$ cat config.mk
export PLATFORM = sky130hd
export DESIGN_NAME = llr_loader
export DESIGN_NICKNAME = d
export VERILOG_FILES = /design/src/rtl/llr_loader.sv
export SDC_FILE = /design/constraint.sdc
export NUM_CORES = 1
export LEC_CHECK = 0
export ABC_AREA = 1
export CAP_MARGIN = 20
export CELL_PAD_IN_SITES_DETAIL_PLACEMENT = 0
export CELL_PAD_IN_SITES_GLOBAL_PLACEMENT = 2
export CORE_MARGIN = 4
export CORE_UTILIZATION = 26
export CTS_BUF_LIST = sky130_fd_sc_hd__clkbuf_2
export CTS_CLUSTER_DIAMETER = 100
export DETAILED_ROUTE_END_ITERATION = 10
export PLACE_DENSITY_LB_ADDON = 0.1
export SETUP_SLACK_MARGIN = 0.02
export SYNTH_ARGS = -nofsm -noshare
export SYNTH_HDL_FRONTEND = slang
export SYNTH_SLANG_ARGS = --single-unit
$ cat constraint.sdc
create_clock -name i_clk -period 3.2 [get_ports i_clk]
set_input_delay 0.32 -clock i_clk [delete_from_list [all_inputs] [get_ports i_clk]]
set_output_delay 0.32 -clock i_clk [all_outputs]
set_load 0.02 [all_outputs]
$ cat src/rtl/llr_loader.sv
// Fetches one codeword of packed LLR words from external memory, last word first,
// and streams them into the decoder's shift-in LLR storage.
module llr_loader #(
  parameter int unsigned ADDR_W = 12,
  parameter int unsigned RD_LAT = 1
) (
  input  logic              i_clk,
  input  logic              i_rst,
  input  logic              i_start,
  input  logic [1:0]        i_code,
  input  logic [ADDR_W-1:0] i_base_addr,
  output logic              o_rd_en,
  output logic [ADDR_W-1:0] o_rd_addr,
  input  logic              i_rd_gnt,
  input  logic [63:0]       i_rd_data,
  output logic              o_wen,
  output logic [63:0]       o_data,
  output logic              o_busy,
  output logic              o_done
);

  localparam logic [1:0] StIdle  = 2'd0;
  localparam logic [1:0] StFetch = 2'd1;
  localparam logic [1:0] StDrain = 2'd2;
  localparam logic [1:0] StDone  = 2'd3;

  if (RD_LAT != 1) begin : g_lat_check
    $error("llr_loader only supports RD_LAT == 1");
  end

  logic [1:0]        state_q, state_d;
  logic [ADDR_W-1:0] addr_q, addr_d;
  logic [7:0]        req_cnt_q, req_cnt_d;
  logic              rd_vld_q;
  logic              wen_q;
  logic [63:0]       data_q;
  logic [7:0]        words;
  logic              grant;

  // Words per codeword: N/8 = 16 << code.
  assign words = 8'd16 << i_code;
  assign grant = (state_q == StFetch) && i_rd_gnt;

  always_comb begin
    state_d   = state_q;
    addr_d    = addr_q;
    req_cnt_d = req_cnt_q;
    case (state_q)
      StIdle: begin
        if (i_start) begin
          state_d   = StFetch;
          req_cnt_d = words;
          addr_d    = i_base_addr + ADDR_W'(words) - ADDR_W'(1);
        end
      end
      StFetch: begin
        if (i_rd_gnt) begin
          addr_d    = addr_q - ADDR_W'(1);
          req_cnt_d = req_cnt_q - 8'd1;
          if (req_cnt_q == 8'd1) begin
            state_d = StDrain;
          end
        end
      end
      // The last return is in flight on entry; once captured its write follows
      // in the same cycle DONE would start, so DONE lands right after it.
      StDrain: begin
        if (!rd_vld_q) begin
          state_d = StDone;
        end
      end
      default: state_d = StIdle;
    endcase
  end

  always_ff @(posedge i_clk) begin
    if (i_rst) begin
      state_q   <= StIdle;
      addr_q    <= '0;
      req_cnt_q <= '0;
      rd_vld_q  <= 1'b0;
      wen_q     <= 1'b0;
      data_q    <= '0;
    end else begin
      state_q   <= state_d;
      addr_q    <= addr_d;
      req_cnt_q <= req_cnt_d;
      rd_vld_q  <= grant;
      wen_q     <= rd_vld_q;
      if (rd_vld_q) begin
        data_q <= i_rd_data;
      end
    end
  end

  assign o_rd_en   = (state_q == StFetch);
  assign o_rd_addr = addr_q;
  assign o_wen     = wen_q;
  assign o_data    = data_q;
  assign o_busy    = (state_q == StFetch) || (state_q == StDrain);
  assign o_done    = (state_q == StDone);

endmodule

==> qor.txt, run 1 <==
Reg2reg setup slack = 1.15 ns
Worst reg2reg path depth = 9
Simple-gate area share of the yosys netlist = 27.8%
Status = completed
Die Span Y = 138 um
Post-Synth XOR/XNOR Area = 1.20%
Worst-margin pin slew = 0.619 ns
Worst endpoint data arrival time = 2.27 ns
DRT iter0 DRCs = 171
Final setup viols = 0
Crit path capture = o_rd_en
Max-cap viol count = 0
Vias = 4450
Slew Limit Headroom = 58.7%
Avg WL per Cell = 13.9 um
CP endpoint kind = output port
Period minus WS final = 2.59 ns
Slowest CP cell = clkdlybuf4s50_1
First-pass GRT wire length = 21300 um
All-Layer GR Usage = 14.4%
Hold slack = 0.258 ns
Via density per instance = 4.38
Placement Setup Slack = 0.550 ns
Power per cell area = 704 mW/mm^2
Row Count = 47
Syn Inst Count = 642
Worst min path class = input pin to register
Die area = 0.0190 mm^2
Startpoint types = register
Port bufs = 161
Largest family of logic cells by synthesized area = simple AND/OR/NAND/NOR gates
Register area share after synthesis = 40.2%
TNS Setup = 0 ns
Worst vdd ir = 0.000292 V
Hold Buf Count CTS = 0
GRT overflow = 0
Htree depth = 3
Layout cells sized above 1 = 4.40%
Root buf cell = clkbuf_2
Post-synthesis net count = 746
Mux cell area share after synthesis = 0%
RSZ-0062 raised after global routing = false
Crit path max fanout = 10
Critical path class = register to output port
Clock-pin slew on the worst setup and hold paths = 0.28 ns
Clk sinks = 88
Layout fillers = 1791
Required @ worst endpoint = 2.88 ns
Fin crit share = 81.1%
Core area = 0.0166 mm^2
R2r startpoint = state_q[1]
Setup Skew = 0.0267 ns
Final ANT Viol Nets = 0
#FFs+latches synth = 88
Compound-cell area share of the yosys netlist = 15.1%
Predominant post-synthesis flop cell = dfxtp_1
Remaining DRCs = 0
Pins over their slew limit = 0
Initial antenna violation count = 1
CP cell instances = inv_1 > ha_1 > clkdlybuf4s50_1
Post-synth cell types = 32
Slowest stage delay, CP = 0.73 ns
Layout net count = 895
TritonRoute pass-1 iters = 4
Final worst slack = 0.606 ns
Synth Area in Adders = 6.45%
Largest net degree at the start of global routing = 66
Vias in the first global route = 4193
Yosys Warn Count = 0
Static Leak = 2.81 nW
Inst Count DP = 1000
RR Endpoint = req_cnt_q[5]
Num CTS Buffers = 9
Post-cts resize count = 0
Synth Cell Area = 0.00439 mm^2
Final wirelength = 14200 um
Initial Utilization = 26.5%
Die width = 138 um
DPL Wire Length = 10400 um
Total power = 0.00445 W
FMAX = 385 MHz
Post-route insts no fill = 1017
Synthesized area per cell = 6.83 um^2
Worst-Skew Late Latency = 0.60 ns
Io pins = 162
Layout area overhead = 44.0%
Setup crit start = state_q[1]
Routability congestion estimate = 0.781
CTS tree = built
Number of synthesized flops with an enable pin = 0
Final Hold Vio Count = 0
Synth async-reset ratio = 0%
Clock Path Buffers = 2
Postcts setup bufs = 0
## routing by layer
metal / share of wire, % / vias to the layer above / track usage, %
met3: 7.7 / 12 / 4.25
li1: - / 2332 / -
met5: 0 / - / 0
met2: 47 / 144 / 22.8
met4: 1.4 / 0 / 4.99
met1: 44 / 1962 / 18.8
## worst min path at each step
stage                   end           from  cells after the start
6_report         o_data[20]  i_rd_data[20]                      3
5_1_grt          o_data[44]  i_rd_data[44]                      3
4_1_cts          o_data[28]  i_rd_data[28]                      3
3_5_place_dp   req_cnt_q[1]   req_cnt_q[1]                      2
3_3_place_gp   req_cnt_q[0]   req_cnt_q[0]                      1
2_1_floorplan      rd_vld_q       i_rd_gnt                      2
## area by class of cell
cell class,instances,area (um^2),area share [%]
multi-input combinational,457,2220,35.1
inverter,68,263,4.16
clock inverter,6,67.6,1.07
antenna,2,5.00,0.0792
clock buffer,9,45.0,0.713
sequential,88,1760,27.9
timing repair buffer,167,1680,26.6
tap,220,275,4.36
## flip-flops by register name, indices dropped and copies added (netlist names)
signal	cells
o_wen	1
o_rd_addr	12
state_q	2
req_cnt_q	8
o_data	64
rd_vld_q	1
## cell usage after synthesis (2+ instances only)
master	instances	area share [%]
buf_6	2	0.51
nand3_1	30	3.4
o21ai_0	84	9.6
xor2_1	5	1.0
nand2_1	90	7.7
nor2_1	174	15
nand4_1	4	0.57
inv_1	65	5.6
o21bai_1	2	0.34
buf_4	2	0.34
clkbuf_1	13	1.1
o21ai_1	2	0.23
or2_2	2	0.29
dfxtp_1	88	40
ha_1	21	6.0
nor3_2	2	0.46
buf_2	11	1.3
a21oi_1	31	3.5
## power by group
group	internal, W	total [W]	switching (W)
combinational	0.000931	0.00232	0.00138
clock	0.000180	0.000603	0.000424
sequential	0.00134	0.00153	0.000192
total	0.00245	0.00445	0.00200
## kinds of logic after synthesis
family          Yosys count
compound gates          125
flops                    88
simple gates            304
buf+inv                  97
xor+xnor                  6
fa+ha+maj                22
## critical path: cells and delay by family (launching register included)
| family | cells | cell delay, ns |
|---|---|---|
| adder cells (fa/ha/maj) | 1 | 0.50 |
| buffers and inverters | 2 | 0.81 |
| flip-flops | 1 | 0.40 |
## placed cells by master (no fill, tap or decap), types with 2 or more instances in the layout
master	n
o21ai_0	84
a21oi_1	31
nor3_2	2
ha_1	21
dfxtp_1	87
inv_2	2
diode_2	2
clkdlybuf4s50_1	161
o21bai_1	2
o21ai_1	2
clkbuf_2	9
clkinvlp_4	2
buf_12	2
inv_1	64
nand3_1	30
nor2_1	174
inv_6	3
nand2_1	90
nand4_1	4
or2_2	2
buf_4	4
xor2_1	5
## metrics by stage
step / instance area (um^2) / utilization, %
final: 6320 / 38.1
after global routing: 6320 / 38.1
after CTS: 6310 / 38.1
after detailed placement: 6200 / 37.4
after global placement: 6180 / 37.3
after floorplan: 4390 / -
Power figures use the tool's default switching activity.
==> inputs of run 2 (changes only) <==
CORE_UTILIZATION = 24   (was 26)
clock period = 2.4 ns   (was 3.2 ns; I/O delays follow)
==> run 2 against run 1 <==
  * Wire length down 0.20%
  * Sequential cell count stayed put
  * Count of clock-buffer cells in the layout unchanged
  * Clock power rose by 20%
  * First-iteration DRC count down 5.8%
  * Die area grew 7.8%
  * Sequential share of layout area down 0.36 points
  * Combinational power grew 34%
  * Critical path type unchanged
  * Critical endpoint unchanged
==> qor.txt, run 2 (same netlist as run 1, synthesis figures left out) <==
Hold Buf Count CTS = 0 (unchanged)
Root buf cell = clkbuf_2 (unchanged)
Worst-Skew Late Latency = 0.57 ns (was 0.60 ns)
CP cell instances = inv_1 > ha_1 > buf_4 > dlygate4sd2_1 (was inv_1 > ha_1 > clkdlybuf4s50_1)
Final Util = 35.6% (was 38.1%)
Core area = 0.0180 mm^2 (was 0.0166 mm^2)
Via density per instance = 4.29 (was 4.38)
Postcts setup bufs = 0 (unchanged)
FMAX = 461 MHz
Switching share of power = 45.8% (was 45.0%)
Layout net count = 906 (was 895)
Max reg flops = 64 (unchanged)
Slowest stage delay, CP = 0.41 ns (was 0.73 ns)
Setup Skew = 0.0248 ns (was 0.0267 ns)
Initial antenna violation count = 2 (was 1)
First-pass GRT wire length = 22500 um (was 21300 um)
Power per cell area = 921 mW/mm^2 (was 704 mW/mm^2)
Required @ worst endpoint = 2.16 ns (was 2.88 ns)
Row Count = 49 (was 47)
TNS Setup = 0 ns (unchanged)
Fin crit share = 90.4%
Slew Limit Headroom = 62.1% (was 58.7%)
Worst vdd ir = 0.000286 V (was 0.000292 V)
Vias = 4457 (was 4450)
Max-cap viol count = 0 (unchanged)
RSZ-0062 raised after global routing = false (unchanged)
Remaining DRCs = 0 (unchanged)
Status = completed (unchanged)
Combinational power share = 52.8% (was 52.1%)
Reported net switching power = 0.00270 W (was 0.00200 W)
Startpoint types = register (unchanged)
Pins over their slew limit = 0 (unchanged)
Port bufs = 161 (unchanged)
Critical path class = register to output port (unchanged)
Largest net degree at the start of global routing = 79 (was 66)
Worst-margin pin slew = 0.568 ns (was 0.619 ns)
Clock Power Share = 12.2% (was 13.6%)
Initial Utilization = 24.4% (was 26.5%)
TritonRoute pass-1 iters = 4 (unchanged)
CTS tree = built (unchanged)
Die area = 0.0205 mm^2 (was 0.0190 mm^2)
Clock Path Buffers = 2 (unchanged)
Worst min path class = input pin to register (unchanged)
Slowest CP cell = dfxtp_1 (was clkdlybuf4s50_1)
Final setup viols = 0 (unchanged)
Crit path max fanout = 8 (was 10)
Period minus WS final = 2.17 ns
Die Span Y = 143 um (was 138 um)
Clk sinks = 88 (unchanged)
DPL Wire Length = 10400 um (about the same)
GRT overflow = 0 (unchanged)
Die width = 143 um (was 138 um)
Worst endpoint data arrival time = 1.93 ns (was 2.27 ns)
Vias in the first global route = 4543 (was 4193)
Final wirelength = 14100 um (was 14200 um)
Layout area overhead = 45.9% (was 44.0%)
Final ANT Viol Nets = 0 (unchanged)
Layout cells sized above 1 = 5.70% (was 4.40%)
All-Layer GR Usage = 13.7% (was 14.4%)
Reg power frac = 34.9% (was 34.4%)
Io pins = 162 (unchanged)
Routability congestion estimate = 0.854 (was 0.781)
Final Hold Vio Count = 0 (unchanged)
Htree depth = 3 (unchanged)
Num CTS Buffers = 9 (unchanged)
Pint = 0.00319 W (was 0.00245 W)
DRT iter0 DRCs = 161 (was 171)
Commonest non-fill, non-tap cells in the layout = 174 x nor2_1, 159 x clkdlybuf4s50_1, 90 x nand2_1, 87 x dfxtp_1, 84 x o21ai_0 (was 174 x nor2_1, 161 x clkdlybuf4s50_1, 90 x nand2_1, 87 x dfxtp_1, 84 x o21ai_0)
Static Leak = 2.87 nW (was 2.81 nW)
Commonest non-fill, non-tap cell in the layout = nor2_1 (unchanged)
CP endpoint kind = output port (unchanged)
Clock-pin slew on the worst setup and hold paths = 0.29 ns (was 0.28 ns)
Avg WL per Cell = 13.6 um (was 13.9 um)
## run 2: critical path: cells and delay by family (launching register included)
family,cells,cell delay (ns)
fa+ha+maj,1,0.29
flops,1,0.41
buf+inv,3,0.66
## run 2: final timing paths
path | startpoint | end | slack [ns] | cells past startpoint
max reg2reg | state_q[1] | o_rd_addr[9] | 0.40 | 10
max | state_q[1] | o_rd_en | 0.23 | 4
min | i_rd_data[41] | o_data[41] | 0.19 | 3
min reg2reg | req_cnt_q[1] | req_cnt_q[1] | 0.51 | 2
## run 2: power by group through the flow
stage | Clock [W] | Sequential [W] | Combinational (W)
global route | 0.000841 | 0.00211 | 0.00350
floorplan | 0 | 0.00231 | 0.00173
finish | 0.000722 | 0.00206 | 0.00312
CTS | 0.000794 | 0.00206 | 0.00317
global placement | 0 | 0.00209 | 0.00315
detailed placement | 0 | 0.00209 | 0.00315
## run 2: repair_timing
| action | 4_1_cts | 5_1_grt |
|---|---|---|
| resized for setup | 1 | 1 |
| hold endpoints to repair | 0 | 0 |
| endpoints found under the setup margin | 1 | 1 |
## run 2: layout make-up
cell class	instances	area [um^2]
Clock inverter	7	55.1
Sequential cell	88	1760
Inverter	68	263
Timing Repair Buffer	178	1770
Clock buffer	9	45.0
Fill cell	1957	11600
Antenna cell	2	5.00
Tap cell	229	287
Multi-Input combinational cell	457	2220
## run 2: per-stage QoR
step                power (W)  hold slack (ns)  instances  cell area [um^2]  worst slack, ns
CTS                   0.00603            0.110       1036              6390           0.0242
finish                0.00590            0.188       1038              6400            0.230
global placement      0.00524            0.465       1020              6290           -0.176
global route          0.00646            0.114       1038              6400           0.0638
floorplan             0.00404            0.363        642              4390            0.488
detailed placement    0.00524            0.479       1020              6290           -0.203
## run 2: routing by layer
layer  vias to the layer above  GRT usage, %  wire, um
li1                       2355             -         -
met1                      1992          16.1      6230
met2                       100          22.5      6570
met3                        10          5.86      1150
met4                         0          4.25       167
met5                         -             0         0
